**config.mk**
```make
export PLATFORM = sky130hd
export DESIGN_NAME = ifft_sym_sched_flat
export DESIGN_NICKNAME = d
export VERILOG_FILES = /design/src/rtl/ifft_sym_sched_if.sv /design/src/rtl/ifft_sym_sched.sv /design/src/flat_wrapper.sv
export SDC_FILE = /design/constraint.sdc
export NUM_CORES = 1
export LEC_CHECK = 0
export ABC_CLOCK_PERIOD_IN_PS = 8200
export CELL_PAD_IN_SITES_DETAIL_PLACEMENT = 0
export CELL_PAD_IN_SITES_GLOBAL_PLACEMENT = 1
export CORE_MARGIN = 8
export CORE_UTILIZATION = 40
export DETAILED_ROUTE_END_ITERATION = 10
export PLACE_DENSITY = 0.95
export SLEW_MARGIN = 20
export SYNTH_ARGS = -nofsm -noshare
export SYNTH_HDL_FRONTEND = slang
export SYNTH_SLANG_ARGS = --single-unit
```
**constraint.sdc**
```tcl
create_clock -name CLK_I -period 8.2 [get_ports CLK_I]
set_input_delay 2.46 -clock CLK_I [delete_from_list [all_inputs] [get_ports CLK_I]]
set_output_delay 2.46 -clock CLK_I [all_outputs]
set_load 0.1 [all_outputs]
```
**src/rtl/ifft_sym_sched_if.sv**
```systemverilog
`default_nettype none
// ============================================================================
// ifft_sym_sched_if : Wishbone-style single-direction sample link
// Revision: 1.0
// ============================================================================
interface ifft_sym_sched_if;
  logic        cyc;
  logic        stb;
  logic        we;
  logic        ack;
  logic [31:0] dat;

  modport master (output cyc, output stb, output we, output dat, input ack);
  modport slave  (input cyc, input stb, input we, input dat, output ack);
endinterface
`default_nettype wire

```
**src/rtl/ifft_sym_sched.sv**
```systemverilog
`default_nettype none
// ============================================================================
// ifft_sym_sched : frame sequencer from the symbol-mapper stream into an IFFT
//                  burst, forwarding NSYM x NFFT samples through one register
// Revision: 1.0
// ============================================================================
module ifft_sym_sched #(
  parameter int CFG_GAP = 2,
  parameter int NSYM_W  = 8
) (
  input  wire logic              CLK_I,
  input  wire logic              RST_I,
  input  wire logic              START_I,
  input  wire logic [1:0]        STD_I,
  input  wire logic [NSYM_W-1:0] NSYM_I,
  ifft_sym_sched_if.slave        up,
  ifft_sym_sched_if.master       dn,
  output logic [1:0]             STD_O,
  output logic                   BUSY_O,
  output logic                   DONE_O,
  output logic                   ERR_O
);

  typedef enum logic [1:0] {
    S_IDLE  = 2'd0,
    S_CFG   = 2'd1,
    S_RUN   = 2'd2,
    S_DRAIN = 2'd3
  } state_t;

  localparam int                GAP_W    = (CFG_GAP > 1) ? $clog2(CFG_GAP) : 1;
  localparam logic [GAP_W-1:0]  GAP_LAST = GAP_W'(CFG_GAP - 1);
  localparam logic [GAP_W-1:0]  GAP_ONE  = GAP_W'(1);
  localparam logic [NSYM_W-1:0] NSYM_ONE = NSYM_W'(1);

  state_t            state_q, state_d;
  logic [GAP_W-1:0]  gap_q, gap_d;
  logic [10:0]       samp_q, samp_d;
  logic [10:0]       nfft_m1_q, nfft_m1_d;
  logic [NSYM_W-1:0] sym_q, sym_d;
  logic [NSYM_W-1:0] nsym_q, nsym_d;
  logic [1:0]        std_q, std_d;
  logic [31:0]       dat_q, dat_d;
  logic              stb_q, stb_d;
  logic              cyc_q, cyc_d;
  logic              busy_q, busy_d;
  logic              done_q, done_d;
  logic              err_q, err_d;
  logic              last_q, last_d;

  logic              acc;
  logic              cfg_ok;
  logic              frame_end;

  function automatic logic [10:0] nfft_m1(input logic [1:0] s);
    case (s)
      2'b00:   nfft_m1 = 11'd63;
      2'b01:   nfft_m1 = 11'd255;
      default: nfft_m1 = 11'd2047;
    endcase
  endfunction

  // The output register may take a new sample when empty or being drained this cycle.
  assign acc       = (state_q == S_RUN) & up.cyc & up.stb & up.we & (~stb_q | dn.ack) & ~last_q;
  assign cfg_ok    = (STD_I != 2'b11) && (NSYM_I != '0);
  assign frame_end = acc & (samp_q == nfft_m1_q) & (sym_q == nsym_q - NSYM_ONE);

  always_comb begin
    state_d   = state_q;
    gap_d     = gap_q;
    samp_d    = samp_q;
    sym_d     = sym_q;
    nsym_d    = nsym_q;
    nfft_m1_d = nfft_m1_q;
    std_d     = std_q;
    dat_d     = dat_q;
    stb_d     = stb_q;
    cyc_d     = cyc_q;
    last_d    = last_q;
    done_d    = 1'b0;
    err_d     = 1'b0;
    case (state_q)
      S_IDLE: begin
        if (START_I) begin
          if (cfg_ok) begin
            std_d     = STD_I;
            nsym_d    = NSYM_I;
            nfft_m1_d = nfft_m1(STD_I);
            gap_d     = '0;
            state_d   = S_CFG;
          end else begin
            err_d = 1'b1;
          end
        end
      end
      S_CFG: begin
        cyc_d = 1'b0;
        if (gap_q == GAP_LAST) begin
          cyc_d   = 1'b1;
          state_d = S_RUN;
        end else begin
          gap_d = gap_q + GAP_ONE;
        end
      end
      S_RUN: begin
        if (acc) begin
          dat_d = up.dat;
          stb_d = 1'b1;
          if (samp_q == nfft_m1_q) begin
            samp_d = '0;
            sym_d  = sym_q + NSYM_ONE;
          end else begin
            samp_d = samp_q + 11'd1;
          end
          if (frame_end) begin
            last_d  = 1'b1;
            state_d = S_DRAIN;
          end
        end else begin
          if (dn.ack) stb_d = 1'b0;
          if (!up.cyc) begin
            err_d   = 1'b1;
            state_d = S_DRAIN;
          end
        end
      end
      S_DRAIN: begin
        if (!stb_q || dn.ack) begin
          stb_d   = 1'b0;
          cyc_d   = 1'b0;
          done_d  = last_q;
          samp_d  = '0;
          sym_d   = '0;
          gap_d   = '0;
          last_d  = 1'b0;
          state_d = S_IDLE;
        end
      end
      default: state_d = S_IDLE;
    endcase
    busy_d = (state_d != S_IDLE);
  end

  always_ff @(posedge CLK_I or posedge RST_I) begin
    if (RST_I) begin
      state_q   <= S_IDLE;
      gap_q     <= '0;
      samp_q    <= '0;
      sym_q     <= '0;
      nsym_q    <= '0;
      nfft_m1_q <= '0;
      std_q     <= '0;
      dat_q     <= '0;
      stb_q     <= 1'b0;
      cyc_q     <= 1'b0;
      busy_q    <= 1'b0;
      done_q    <= 1'b0;
      err_q     <= 1'b0;
      last_q    <= 1'b0;
    end else begin
      state_q   <= state_d;
      gap_q     <= gap_d;
      samp_q    <= samp_d;
      sym_q     <= sym_d;
      nsym_q    <= nsym_d;
      nfft_m1_q <= nfft_m1_d;
      std_q     <= std_d;
      dat_q     <= dat_d;
      stb_q     <= stb_d;
      cyc_q     <= cyc_d;
      busy_q    <= busy_d;
      done_q    <= done_d;
      err_q     <= err_d;
      last_q    <= last_d;
    end
  end

  assign up.ack = acc;
  assign dn.cyc = cyc_q;
  assign dn.stb = stb_q;
  assign dn.we  = stb_q;
  assign dn.dat = dat_q;
  assign STD_O  = std_q;
  assign BUSY_O = busy_q;
  assign DONE_O = done_q;
  assign ERR_O  = err_q;

endmodule
`default_nettype wire

```
**src/flat_wrapper.sv**
```systemverilog
// flat-port wrapper written by rule: the top's interface ports become plain ports
module ifft_sym_sched_flat 
#(
  parameter int CFG_GAP = 2,
  parameter int NSYM_W  = 8
)
  (CLK_I, RST_I, START_I, STD_I, NSYM_I, STD_O, BUSY_O, DONE_O, ERR_O, up_cyc, up_stb, up_we, up_dat, up_ack, dn_cyc, dn_stb, dn_we, dn_dat, dn_ack);
  ifft_sym_sched_if up_i ();
  ifft_sym_sched_if dn_i ();
  input  wire logic CLK_I;
  input  wire logic RST_I;
  input  wire logic START_I;
  input  wire logic [1:0] STD_I;
  input  wire logic [NSYM_W-1:0] NSYM_I;
  output logic [1:0] STD_O;
  output logic BUSY_O;
  output logic DONE_O;
  output logic ERR_O;
  input wire logic [$bits(up_i.cyc)-1:0] up_cyc;
  input wire logic [$bits(up_i.stb)-1:0] up_stb;
  input wire logic [$bits(up_i.we)-1:0] up_we;
  input wire logic [$bits(up_i.dat)-1:0] up_dat;
  output wire logic [$bits(up_i.ack)-1:0] up_ack;
  output wire logic [$bits(dn_i.cyc)-1:0] dn_cyc;
  output wire logic [$bits(dn_i.stb)-1:0] dn_stb;
  output wire logic [$bits(dn_i.we)-1:0] dn_we;
  output wire logic [$bits(dn_i.dat)-1:0] dn_dat;
  input wire logic [$bits(dn_i.ack)-1:0] dn_ack;
  assign up_i.cyc = up_cyc;
  assign up_i.stb = up_stb;
  assign up_i.we = up_we;
  assign up_i.dat = up_dat;
  assign up_ack = up_i.ack;
  assign dn_cyc = dn_i.cyc;
  assign dn_stb = dn_i.stb;
  assign dn_we = dn_i.we;
  assign dn_dat = dn_i.dat;
  assign dn_i.ack = dn_ack;
  ifft_sym_sched #(.CFG_GAP(CFG_GAP), .NSYM_W(NSYM_W)) u_core (.CLK_I(CLK_I), .RST_I(RST_I), .START_I(START_I), .STD_I(STD_I), .NSYM_I(NSYM_I), .up(up_i), .dn(dn_i), .STD_O(STD_O), .BUSY_O(BUSY_O), .DONE_O(DONE_O), .ERR_O(ERR_O));
endmodule
```
Word-level counts from Yosys, hierarchy flattened:

Index checks and enable logic that the tools add are counted.

* input bits: 49
* register bits after elaboration: 81
* word-level logic and storage cells: 97

* bitwise logic cells: 10
* muxes and demuxes: 37
* reduce and logical (&&, ||, !) cells: 18
* add/subtract/negate cells: 4
* equal/unequal tests: 14

Operators by type and width (count)
* case mux 11 bit (2 select lines): 2
* 2-to-1 mux 11 bit: 3
* 2-to-1 mux 8 bit: 3
* case mux 8 bit (2 select lines): 1
* 2-to-1 mux 1 bit: 15
* 2-to-1 mux 2 bit: 7
* AND reduction 4 bit: 3
* adder 11 x 1 -> 11 bit, second input constant: 1
* equality test 11 bit: 1
* AND reduction 3 bit: 3
* adder 8 x 1 -> 8 bit, second input constant: 1
* equality test 8 bit: 1
* inequality test 2 x 1 -> 1 bit, second input constant: 4
* case mux 1 bit (2 select lines): 4
* case mux 2 bit (4 select lines): 1
* nonzero test 8 bit: 1
* subtractor 8 x 1 -> 8 bit, second input constant: 1
* AND 1 bit: 7
* inequality test 2 bit, second input constant: 3
* nonzero test 2 bit: 3
* equality test 2 x 1 -> 1 bit, second input constant: 2
* equality test 2 bit, second input constant: 2
* logical NOT 2 bit: 2
* AND reduction 2 bit: 2
* other kinds (9): 10

Logic depth before layout (Yosys ltp):

* depth after elaboration: 12
* depth in mapped cells: 7
* mapped depth without buffers: 7

Worst setup path before layout:

OpenSTA, ideal clock, no wires.

* kind: input port to output port
* from: input up_we
* to: output up_ack
* stages on the path: 4
* arrival: 3.762 ns
* buffers on the path: 2
* data required time: 5.740 ns
* path slack: 1.978 ns
* cell sequence: and4b_1 and4_1 clkbuf_1 buf_2

* word-level cells in the longest chain between the ends: 3

RTL lines
* start, declared: RTL line flat_wrapper.sv:21 `input wire logic [$bits(up_i.we)-1:0] up_we;`
* AND 1 bit (3 in a row): RTL line ifft_sym_sched.sv:64 `assign acc = (state_q == S_RUN) & up.cyc & up.stb & up.we & (~stb_q | dn.ack) & ~last_q;`
* end, declared: RTL line flat_wrapper.sv:23 `output wire logic [$bits(up_i.ack)-1:0] up_ack;`

Every way passes these cells.

Worst setup path in the final report:

* from: input up_cyc
* to: output up_ack

* word-level cells in the longest chain between the ends: 5

RTL lines
* start, declared: RTL line flat_wrapper.sv:19 `input wire logic [$bits(up_i.cyc)-1:0] up_cyc;`
* AND 1 bit (5 in a row): RTL line ifft_sym_sched.sv:64

Every way passes these cells.

==> results.txt <==
Layout area overhead - 35.1%
maximum clock insertion buffer count - 2
Post-CTS Hold Buffers - 0
antenna diode count - 0
fillers - 676
DR vias/cell - 5.26
vias in the first global route - 2714
Netlist Area Pre-Place - 0.00340 mm²
initial antenna violation count - 0
most area-hungry cell type in the Yosys netlist - dfrtp_1
FFs w/ async S/R, synth - 100%
gr ovfl total - 0
hpwl dp - 6.22 mm
Synth Area in XOR/XNOR - 4.89%
Slew Viols, Final - 0
Final Hold Viols - 0
CP Class - primary input to output port
Nets - 432
fin crit share - 75.9%
vias - 2578
largest family of logic cells by synthesized area - multiplexers
Synth Area in Simple Gates - 14.1%
setup violators final - 0
GPL Wtd Cong - 0.803
Yosys top cell area share - 53.7%
DR top layer - met4
run status - finished clean
Worst-Skew Late Latency - 350 ps
commonest cells in the netlist - 73 x dfrtp_1, 43 x mux2_2, 21 x nor2_1
Post-Layout Inst Area - 0.00460 mm²
CP max FO - 4
Die Y - 108 µm
startpoint types - primary input
drt total wl - 8.39 mm
max-cap viol count - 0
Final ANT Viol Nets - 0
share of post-route cells with drive strength above 1 - 18.7%
RSZ-0062 raised after global routing - false
wire length on met3 - 1.27 mm
Gate Count Post-Synth - 289
post-CTS setup buffer count - 0
largest net degree at the start of global routing - 74
mux cell area share after synthesis - 15.2%
Clock Root Buffer - clkbuf_8
top-count cell post-synth - dfrtp_1
Total Routing Usage GR - 14.7%
clk_skew - 8.95 ps
setup TNS - 0 ps
fmax - 161 MHz
Yosys cell types - 49
Clock transition at path regs - 80 ps
Mapped Avg Cell Area - 11.8 µm²
Post-synth EDFFs - 0
core area - 0.00822 mm²
CTS Buf Count - 9
clock net sink count - 73
CP Capture Type - output port
Met1 Wirelength - 3.43 mm
Top FF cell, synth - dfrtp_1
wire length on met2 - 3.57 mm
Synth Area in Compound Gates - 7.98%
wire per inst - 17.1 µm
H-Tree Level Count - 3
Critical Path AT - 3760 ps
Initial Util - 41.4%
synth top area cells - dfrtp_1 54%, mux2_2 14%, xnor2_1 3.1%
Post-route DRC - 0
Max-slew headroom - 31.5%
Slew @ Worst Pin - 1020 ps
post-cts resize count - 0
adder-cell share of the synthesized area - 1.10%
fin crit period - 6220 ps
CP Data Required Time - 5740 ps
global-route wire length before repair - 13.5 mm
HP Class - register to register
Synthesized Nets - 341
CTS tree - built
area post-placement - 0.00439 mm²
Synth Register Bits - 73
die area - 0.0117 mm²
# rows - 33
yosys warns - 0
port bufs - 89
IO Pins - 90
register area share after synthesis - 53.7%
Die W - 108 µm
initial detailed-routing violation count - 103
drt first pass iters - 4
==> registers in the layout, summed over array words and instances (netlist names) <==
name / count
u_core.STD_O: 2
u_core.sym_q: 8
u_core.last_q: 1
u_core.dn.cyc: 1
u_core.nfft_m1_q: 3
u_core.state_q: 2
u_core.nsym_q: 8
u_core.gap_q: 1
u_core.dn.stb: 1
u_core.samp_q: 11
u_core.BUSY_O: 1
u_core.dn.dat: 32
u_core.ERR_O: 1
u_core.DONE_O: 1
==> layout make-up <==
| class | count | area, µm² | area share, % |
|---|---|---|---|
| Multi-Input combinational cell | 194 | 1470 | 32.0 |
| Tap cell | 105 | 131 | 2.86 |
| Clock buffer | 10 | 138 | 2.99 |
| Inverter | 10 | 37.5 | 0.817 |
| Timing Repair Buffer | 92 | 923 | 20.1 |
| Sequential cell | 73 | 1830 | 39.7 |
| Clock inverter | 6 | 67.6 | 1.47 |
==> final timing paths <==
path                                     startpoint                  end  slack (ps)  cells after the start
worst max-delay path                         up_cyc               up_ack        1980                      4
worst min-delay path            u_core.nfft_m1_q[7]  u_core.nfft_m1_q[7]         500                      2
worst max register to register        u_core.last_q    u_core.state_q[0]        5880                      6
worst min register to register  u_core.nfft_m1_q[7]  u_core.nfft_m1_q[7]         500                      2
max in group asynchronous                     RST_I     u_core.samp_q[0]        4850                      3
min in group asynchronous                     RST_I    u_core.dn.dat[10]        2730                      3
==> through the flow <==
| step | setup WS [ps] | util, % | hold slack [ps] | std cells |
|---|---|---|---|---|
| floorplan | 1980 | - | 457 | 289 |
| global placement | 1990 | 53.4 | 484 | 474 |
| detailed placement | 1970 | 53.4 | 491 | 474 |
| CTS | 1950 | 55.9 | 510 | 490 |
| global route | 1910 | 55.9 | 531 | 490 |
| finish | 1980 | 55.9 | 498 | 490 |
==> worst max-delay path, stage by stage <==
cell	delay [ps]
clkdlybuf4s50_1	500
and4b_1	290
and4_1	310
buf_12	200
==> per-layer routing <==
| layer | GRT usage [%] | vias to the layer above |
|---|---|---|
| met5 | 0 | - |
| met4 | 6.54 | 0 |
| met3 | 9.70 | 9 |
| met2 | 21.0 | 107 |
| met1 | 16.9 | 1246 |
| li1 | - | 1216 |
==> cells in the final DEF (no fill, tap or decap), types with 3 or more instances in the layout <==
cell type	count
nor2_1	21
or3_1	7
o21ai_0	12
nand4_1	7
clkbuf_8	10
o2111ai_1	3
dfrtp_1	73
xor2_1	7
xnor2_1	12
buf_4	3
a21oi_1	6
or4_1	4
nor3b_1	3
o211ai_1	3
nor3_1	4
inv_1	9
clkdlybuf4s50_1	88
mux2_2	43
nand2_1	15
nand2b_1	4
ha_1	3
nand3_1	8
nor4_1	3
o31ai_1	4
==> kinds of logic after synthesis <==
logic type               count (synthesis)
flip-flops                              73
buffers and inverters                   22
AO/OA/AOI/OAI                           38
adder cells (fa/ha/maj)                  3
AND/OR/NAND/NOR                         89
XOR/XNOR                                19
multiplexers                            45
Power is not shown: default switching activity piles up to over one toggle a cycle in this logic, so the estimate is an artifact.
